**src/rtl/stopwatch_bus_master_if.sv**
```systemverilog
// Host command/response channels plus the single-cycle stopwatch register strobe bus.
// The master modport is the bus-master block's view; slave is the host/stopwatch side.
interface stopwatch_bus_master_if;
    logic        cmd_valid;
    logic        cmd_ready;
    logic        cmd_rw;
    logic [31:0] cmd_addr;
    logic [31:0] cmd_wdata;
    logic        rsp_valid;
    logic        rsp_ready;
    logic [31:0] rsp_rdata;
    logic        rsp_err;
    logic        sw_rwenable;
    logic        sw_rw;
    logic [31:0] sw_addr;
    logic [31:0] sw_wdata;
    logic [31:0] sw_rdata;

    modport master (
        input  cmd_valid, cmd_rw, cmd_addr, cmd_wdata, rsp_ready, sw_rdata,
        output cmd_ready, rsp_valid, rsp_rdata, rsp_err,
        output sw_rwenable, sw_rw, sw_addr, sw_wdata
    );

    modport slave (
        output cmd_valid, cmd_rw, cmd_addr, cmd_wdata, rsp_ready, sw_rdata,
        input  cmd_ready, rsp_valid, rsp_rdata, rsp_err,
        input  sw_rwenable, sw_rw, sw_addr, sw_wdata
    );
endinterface

```
**src/rtl/stopwatch_bus_master.sv**
```systemverilog
// Turns host valid/ready commands into one-cycle stopwatch register strobes and
// returns read data or a decode error; also gates the stopwatch count strobe.
module stopwatch_bus_master #(
    parameter int N_MEM      = 8,
    parameter int GAP_CYCLES = 0
) (
    input  logic                          clk,
    input  logic                          reset_n,
    stopwatch_bus_master_if.master        bus,
    input  logic                          count_en,
    output logic                          sw_count,
    output logic                          count_lost
);
    typedef enum logic [2:0] {IDLE, ISSUE, CAPTURE, RESP, GAP} state_t;

    localparam logic [31:0] MEM_END  = 32'(6 + N_MEM);
    localparam logic [3:0]  GAP_LOAD = 4'(GAP_CYCLES > 0 ? GAP_CYCLES - 1 : 0);

    state_t      state, state_nxt;
    logic        live;
    logic        legal;
    logic        take;
    logic [3:0]  gap_cnt;
    logic [31:0] rdata_q;
    logic        err_q;
    logic        sw_rw_q;
    logic [31:0] sw_addr_q;
    logic [31:0] sw_wdata_q;

    // addr 1 is read-only; 2..5 and the memory window 6..5+N_MEM are read/write.
    always_comb begin
        legal = 1'b0;
        if (bus.cmd_addr == 32'd1)
            legal = bus.cmd_rw;
        else if (bus.cmd_addr >= 32'd2 && bus.cmd_addr < MEM_END)
            legal = 1'b1;
    end

    // live keeps every output low during reset and the first cycle after release.
    assign take = live && (state == IDLE) && bus.cmd_valid;

    always_ff @(posedge clk or negedge reset_n) begin
        if (!reset_n) state <= IDLE;
        else          state <= state_nxt;
    end

    always_comb begin
        state_nxt       = state;
        bus.cmd_ready   = 1'b0;
        bus.rsp_valid   = 1'b0;
        bus.sw_rwenable = 1'b0;
        case (state)
            IDLE: begin
                bus.cmd_ready = live;
                if (live && bus.cmd_valid) state_nxt = legal ? ISSUE : RESP;
            end
            ISSUE: begin
                bus.sw_rwenable = 1'b1;
                state_nxt       = sw_rw_q ? CAPTURE : RESP;
            end
            CAPTURE: state_nxt = RESP;
            RESP: begin
                bus.rsp_valid = 1'b1;
                if (bus.rsp_ready) state_nxt = (GAP_CYCLES > 0) ? GAP : IDLE;
            end
            GAP: if (gap_cnt == 4'd0) state_nxt = IDLE;
            default: state_nxt = IDLE;
        endcase
    end

    always_ff @(posedge clk or negedge reset_n) begin
        if (!reset_n) begin
            live       <= 1'b0;
            gap_cnt    <= 4'd0;
            rdata_q    <= 32'd0;
            err_q      <= 1'b0;
            sw_rw_q    <= 1'b0;
            sw_addr_q  <= 32'd0;
            sw_wdata_q <= 32'd0;
            count_lost <= 1'b0;
        end else begin
            live       <= 1'b1;
            count_lost <= count_en && (state == ISSUE);
            if (take) begin
                rdata_q <= 32'd0;
                err_q   <= !legal;
                // Rejected commands never touch the bus, so the strobe fields keep their old values.
                if (legal) begin
                    sw_rw_q    <= bus.cmd_rw;
                    sw_addr_q  <= bus.cmd_addr;
                    sw_wdata_q <= bus.cmd_wdata;
                end
            end
            if (state == CAPTURE) rdata_q <= bus.sw_rdata;
            if (state == RESP && bus.rsp_ready && GAP_CYCLES > 0)
                gap_cnt <= GAP_LOAD;
            else if (state == GAP && gap_cnt != 4'd0)
                gap_cnt <= gap_cnt - 4'd1;
        end
    end

    assign bus.rsp_rdata = rdata_q;
    assign bus.rsp_err   = err_q;
    assign bus.sw_rw     = sw_rw_q;
    assign bus.sw_addr   = sw_addr_q;
    assign bus.sw_wdata  = sw_wdata_q;
    assign sw_count      = live && count_en && !bus.sw_rwenable;
endmodule

```
**src/flat_wrapper.sv**
```systemverilog
// flat-port wrapper written by rule: the top's interface ports become plain ports
module stopwatch_bus_master_flat 
#(
    parameter int N_MEM      = 8,
    parameter int GAP_CYCLES = 0
)
  (clk, reset_n, count_en, sw_count, count_lost, bus_cmd_valid, bus_cmd_rw, bus_cmd_addr, bus_cmd_wdata, bus_rsp_ready, bus_sw_rdata, bus_cmd_ready, bus_rsp_valid, bus_rsp_rdata, bus_rsp_err, bus_sw_rwenable, bus_sw_rw, bus_sw_addr, bus_sw_wdata);
  stopwatch_bus_master_if bus_i ();
  input  logic clk;
  input  logic reset_n;
  input  logic count_en;
  output logic sw_count;
  output logic count_lost;
  input wire logic [$bits(bus_i.cmd_valid)-1:0] bus_cmd_valid;
  input wire logic [$bits(bus_i.cmd_rw)-1:0] bus_cmd_rw;
  input wire logic [$bits(bus_i.cmd_addr)-1:0] bus_cmd_addr;
  input wire logic [$bits(bus_i.cmd_wdata)-1:0] bus_cmd_wdata;
  input wire logic [$bits(bus_i.rsp_ready)-1:0] bus_rsp_ready;
  input wire logic [$bits(bus_i.sw_rdata)-1:0] bus_sw_rdata;
  output wire logic [$bits(bus_i.cmd_ready)-1:0] bus_cmd_ready;
  output wire logic [$bits(bus_i.rsp_valid)-1:0] bus_rsp_valid;
  output wire logic [$bits(bus_i.rsp_rdata)-1:0] bus_rsp_rdata;
  output wire logic [$bits(bus_i.rsp_err)-1:0] bus_rsp_err;
  output wire logic [$bits(bus_i.sw_rwenable)-1:0] bus_sw_rwenable;
  output wire logic [$bits(bus_i.sw_rw)-1:0] bus_sw_rw;
  output wire logic [$bits(bus_i.sw_addr)-1:0] bus_sw_addr;
  output wire logic [$bits(bus_i.sw_wdata)-1:0] bus_sw_wdata;
  assign bus_i.cmd_valid = bus_cmd_valid;
  assign bus_i.cmd_rw = bus_cmd_rw;
  assign bus_i.cmd_addr = bus_cmd_addr;
  assign bus_i.cmd_wdata = bus_cmd_wdata;
  assign bus_i.rsp_ready = bus_rsp_ready;
  assign bus_i.sw_rdata = bus_sw_rdata;
  assign bus_cmd_ready = bus_i.cmd_ready;
  assign bus_rsp_valid = bus_i.rsp_valid;
  assign bus_rsp_rdata = bus_i.rsp_rdata;
  assign bus_rsp_err = bus_i.rsp_err;
  assign bus_sw_rwenable = bus_i.sw_rwenable;
  assign bus_sw_rw = bus_i.sw_rw;
  assign bus_sw_addr = bus_i.sw_addr;
  assign bus_sw_wdata = bus_i.sw_wdata;
  stopwatch_bus_master #(.N_MEM(N_MEM), .GAP_CYCLES(GAP_CYCLES)) u_core (.clk(clk), .reset_n(reset_n), .bus(bus_i), .count_en(count_en), .sw_count(sw_count), .count_lost(count_lost));
endmodule
```
**config.mk**
```make
export PLATFORM = sky130hd
export DESIGN_NAME = stopwatch_bus_master_flat
export DESIGN_NICKNAME = d
export VERILOG_FILES = /design/src/rtl/stopwatch_bus_master_if.sv /design/src/rtl/stopwatch_bus_master.sv /design/src/flat_wrapper.sv
export SDC_FILE = /design/constraint.sdc
export NUM_CORES = 1
export LEC_CHECK = 0
export BUFFER_PORTS_ARGS = -buffer_cell sky130_fd_sc_hd__clkbuf_2
export CORE_ASPECT_RATIO = 0.8
export CORE_MARGIN = 2
export CORE_UTILIZATION = 40
export DETAILED_ROUTE_END_ITERATION = 10
export GPL_TIMING_DRIVEN = 0
export PLACE_DENSITY_LB_ADDON = 0.25
export SYNTH_ARGS = -nofsm -noshare
export SYNTH_HDL_FRONTEND = slang
export SYNTH_SLANG_ARGS = --single-unit
```
**constraint.sdc**
```tcl
create_clock -name clk -period 2.1 [get_ports clk]
set_input_delay 0.21 -clock clk [delete_from_list [all_inputs] [get_ports clk]]
set_output_delay 0.21 -clock clk [all_outputs]
set_load 0.1 [all_outputs]
```
Yosys cells after proc, flatten, opt, wreduce, memory -nomap -nowiden
Index checks and enable logic that the tools add are counted.
Cells by class
  add/subtract/negate cells: 1
  multipliers: 0
  divide/modulo/power cells: 0
  $lt $le $gt $ge: 2
  equal/unequal tests: 8
  shifts and indexed selects: 0
  multiplexer cells: 13
  bitwise gates (word level): 0
  reduce and logical (&&, ||, !) cells: 16
Operators with widths (number)
  32-bit two-way mux: 2
  32-bit by 1-bit == test with 1-bit output (second input constant): 1
  32-bit by 2-bit >= comparator with 1-bit output (second input constant): 1
  32-bit by 4-bit less-than comparator with 1-bit output (second input constant): 1
  3-bit case mux with 5 select lines: 1
  3-bit two-way mux: 3
  1-bit logical AND: 8
  3-bit by 2-bit == test with 1-bit output (second input constant): 2
  1-bit two-way mux: 6
  4-bit logical NOT: 1
  2-bit inequality test (second input constant): 2
  4-bit nonzero test: 1
  4-bit by 1-bit subtractor with 4-bit output (second input constant): 1
  3-bit by 1-bit == test with 1-bit output (second input constant): 1
  3-bit == test (second input constant): 1
  3-bit logical NOT: 1
  3-bit AND reduction: 1
  1-bit logical NOT: 2
  2-bit two-way mux: 1
  2-bit by 1-bit inequality test with 1-bit output (second input constant): 1
  2-bit AND reduction: 1
  2-bit nonzero test: 1
Storage, ports and cells
  register bits: 107
  bits in latches: 0
  memory bits (writable): 0
  ROM bits: 0
  input bits: 102
  output and inout port bits: 103
  word-level logic and storage cells: 49
  memories kept: 0

Logic depth before layout (Yosys ltp)
  word-level depth: 7
  gate-level depth with buffers: 7
  depth with buffers taken out: 5

Least setup slack after synthesis
Ideal clock, no wire load.
  path kind: register -> output
  start: register u_core.state[1]
  end: output sw_count
  arrival time: 1.920 ns
  required time: 1.890 ns
  path slack: -0.030 ns
  cell stages (with the launch flop): 5
  path buffers: 0
  path through: dfrtp_1 -> inv_1 -> ha_1 -> inv_1 -> and3_1
Between the ends
  word-level cells in the longest chain between the ends: 4
Ends and longest elaborated chain
  start: declaration: line stopwatch_bus_master.sv:19  | state_t state, state_nxt;
  start signal: assignment: line stopwatch_bus_master.sv:44  | else state <= state_nxt;
  3-bit by 1-bit == test with 1-bit output: line stopwatch_bus_master.sv:52  | case (state)
  1-bit two-way mux: line stopwatch_bus_master.sv:52
  net bus_sw_rwenable: line flat_wrapper.sv:24  | output wire logic [$bits(bus_i.sw_rwenable)-1:0] bus_sw_rwenable;
  1-bit logical NOT: line stopwatch_bus_master.sv:107  | assign sw_count = live && count_en && !bus.sw_rwenable;
  1-bit logical AND: line stopwatch_bus_master.sv:107
  end: declaration: line flat_wrapper.sv:12  | output logic sw_count;
The timed path passes the listed nets, and every way through them passes these cells.

Worst setup path after layout
  start: register u_core.state[1]
  end: output sw_count
Between the ends
  word-level cells in the longest chain between the ends: 4
Ends and longest elaborated chain (line)
  3-bit by 1-bit == test with 1-bit output: stopwatch_bus_master.sv:52
  1-bit two-way mux: stopwatch_bus_master.sv:52
  1-bit logical NOT: stopwatch_bus_master.sv:107
  1-bit logical AND: stopwatch_bus_master.sv:107
No other way between the ends.

==> impl_metrics.toml <==
[status]
outcome = "finished clean"

[floorplanning]
die_area_um2 = 10540
io_pins = 205
coreArea_um2 = 9569
die_w_um = 114.3
row_count = 32
fp.dieH_um = 92.22
initial_core_util_pct = 40.66

[synth]
netlist_instances = 316
synth_ff_type = "dfrtp_1"
async_flop_share_pct = 100.0
synth_adder_area_share_pct = 1.286
yosys.area.top_type_share_pct = 65.59
avgSynthCellArea_um2 = 12.31
synthTopCellsByArea = "dfrtp_1, nand2_1, mux2_1"
yosysMostFrequentCell = "dfrtp_1"
syn_area_um2 = 3891
synth_top_family_by_area = "simple AND/OR/NAND/NOR gates"
synth_xor_area_share_pct = 0
yosys_warnings = 0
synth_edf_count = 0
yosysSeqAreaShare_pct = 65.59
synth_nets = 422
synth.largest_area_cell = "dfrtp_1"
ys_ff_latch = 102
synthTopCellsByCount = "dfrtp_1, nand2_1, o21ai_0"
synth_compound_area_share_pct = 5.756
synth_cell_types = 27
synthMuxAreaShare_pct = 10.71
synthSimpleGateAreaFrac_pct = 13.47

[final_layout]
multi_input_area_um2 = 1254
fin_util_pct = 57.02
diodes = 0
drive_gt1_share_pct = 47.04
register_area_um2 = 2552
area_growth_pct = 40.22
nets = 641
n_fill_cell = 837

[detailed_routing]
dr_total_vias = 3079
drt_first_iter_violations = 100
routed_wl_um = 9282
vias_per_cell = 4.672
drt_pre_antenna_iters = 4
drt.antenna.violating_nets = 0
drc = 0
wl_per_cell_um = 14.08

[worst_setup_path]
cp-end-kind = "output pin"
critPathRequiredTime_ps = 1890
critical_path_class = "flop to output pin"
critPathMaxFanout = 4
start_kind = "flop"
arrival_ps = 1720

[global_routing]
antenna_found_initial = 0
busiest_layer = "met2"
use_met2_pct = 28.67
grt_pass1_vias = 2938
grt_pass1_wl_um = 14630
grt_util_met3_pct = 5.221
overflow = 0
grt_max_degree = 53
grtUsageMet1_pct = 23.74
grtUsageTotal_pct = 17.86

[clock_network]
cts_inserted_buffers = 9
clockRootBuffer = "clkbuf_16"
clkTransAtPathRegs_ps = 70
cts_tree = "done"
htree_levels = 3
cts.sinks = 102
insertion_delay_ps = 330
clock_path_buffers = 2

[timing]
hold_ws_ps = 77.33
slew_headroom_pct = 51.80
finalSetupViolations = 0
rsz0062_at_grt = "false"
hold_violations = 0
fin_worst_skew_ps = 4.519
worst_pin_slew_ps = 723.0
post-route-period-util_pct = 92.13
drv_slew = 0
max_freq_mhz = 516.9
min_period_ps = 1935

[placement]
io_buffers = 204
dp_hpwl_um = 7222
gp_congestion = 0.8109

[pwr]
leakagePower_nw = 3.096
internal-power_mw = 3.795
switching_power_mw = 3.967
power_density_nw_per_um2 = 1422
ir_drop_mv = 1.228
switching_share_pct = 51.11
combPwrFrac_pct = 46.6
clkPwrFrac_pct = 21.6
sequentialPowerShare_pct = 31.8

[flow_run]
max_cap_violations = 0

[min_path]
min_path_type = "primary input to flop"
path summary, 6_finish.rpt:
kind / from / endpoint / slack, ps / cells past startpoint
hold / removal: bus_sw_rdata[24] / u_core.bus.rsp_rdata[24] / 80 / 3
max in group asynchronous: reset_n / u_core.bus.rsp_rdata[15] / 900 / 3
setup reg to reg: u_core.state[0] / u_core.bus.sw_wdata[29] / 180 / 7
hold reg to reg: u_core.bus.sw_wdata[14] / u_core.bus.sw_wdata[14] / 490 / 1
setup / recovery: u_core.state[1] / sw_count / 170 / 5
min in group asynchronous: reset_n / u_core.bus.sw_addr[21] / 500 / 2
flip-flops by register name, summed over array words and instances (netlist names):
name / count
u_core.bus.rsp_rdata: 32
u_core.bus.sw_addr: 32
u_core.bus.rsp_err: 1
u_core.bus.sw_rw: 1
u_core.live: 1
u_core.bus.sw_wdata: 32
u_core.count_lost: 1
u_core.state: 2
layer usage:
layer | routed length, um | vias up
li1 | - | 1490
met1 | 4162 | 1438
met2 | 4326 | 144
met3 | 723 | 7
met4 | 69 | 0
met5 | 0 | -
worst max-delay path, cell delays in order (launching register included):
cell,delay (ps)
dfrtp_1,410
inv_2,70
ha_1,210
inv_1,70
and3_2,170
clkbuf_2,450
cells by family after synthesis:
family,count (synthesis)
and+or+nand+nor,110
muxes,37
AOI/OAI and AO/OA,40
adders and majority gates,4
DFF,102
buffers and inverters,22
other,1
stage by stage:
| stage | TNS, ps | area, um^2 | setup slack (ps) | instances | total power [mW] |
|---|---|---|---|---|---|
| 2_1_floorplan | 0 | 3892 | 71.66 | 316 | 5.399 |
| 3_3_place_gp | -61040 | 5062 | -472.2 | 639 | 6.046 |
| 3_5_place_dp | -15390 | 5092 | -378.7 | 640 | 6.099 |
| 4_1_cts | 0 | 5434 | 33.99 | 658 | 7.812 |
| 5_1_grt | 0 | 5456 | 47.54 | 659 | 8.132 |
| 6_report | 0 | 5456 | 165.3 | 659 | 7.762 |
power groups by stage:
stage,Sequential (mW),Clock (mW),Combinational [mW]
floorplan,4.56,0,0.841
global placement,2.49,0,3.56
detailed placement,2.49,0,3.61
CTS,2.46,1.74,3.62
global route,2.51,1.82,3.81
finish,2.47,1.67,3.62
layout by cell type, fill, tap and decap left out, drive strengths merged:
| cell type | instances |
|---|---|
| inv | 9 |
| bufinv | 1 |
| a2111oi | 1 |
| a22o | 2 |
| a22oi | 1 |
| nand2 | 66 |
| nor4 | 8 |
| clkbuf | 224 |
| ha | 4 |
| nor2 | 1 |
| nand4 | 2 |
| clkinv | 1 |
| o21ai | 33 |
| nor2b | 28 |
| and2 | 2 |
| clkinvlp | 1 |
| mux2 | 37 |
| dlygate4sd3 | 1 |
| nand3 | 2 |
| buf | 9 |
| conb | 1 |
| dfrtp | 102 |
| o311ai | 1 |
| and3 | 1 |
| a21oi | 2 |
repair_timing:
item,4_1_cts,5_1_grt
endpoints found under the setup margin,66,32
setup buffers,1,1
hold endpoints to repair,50,0
hold buffers,1,0
pin swaps,1,1
gates resized for setup,3,6
layout make-up:
class	instances	area share [%]
Buffer	17	1.903
Clock buffer	9	4.127
Multi-Input combinational cell	192	22.98
Clock inverter	7	1.422
Inverter	5	0.3440
Timing Repair Buffer	208	19.72
Tap cell	119	2.729
Sequential cell	102	46.78
(Power assumes the default switching activity.)
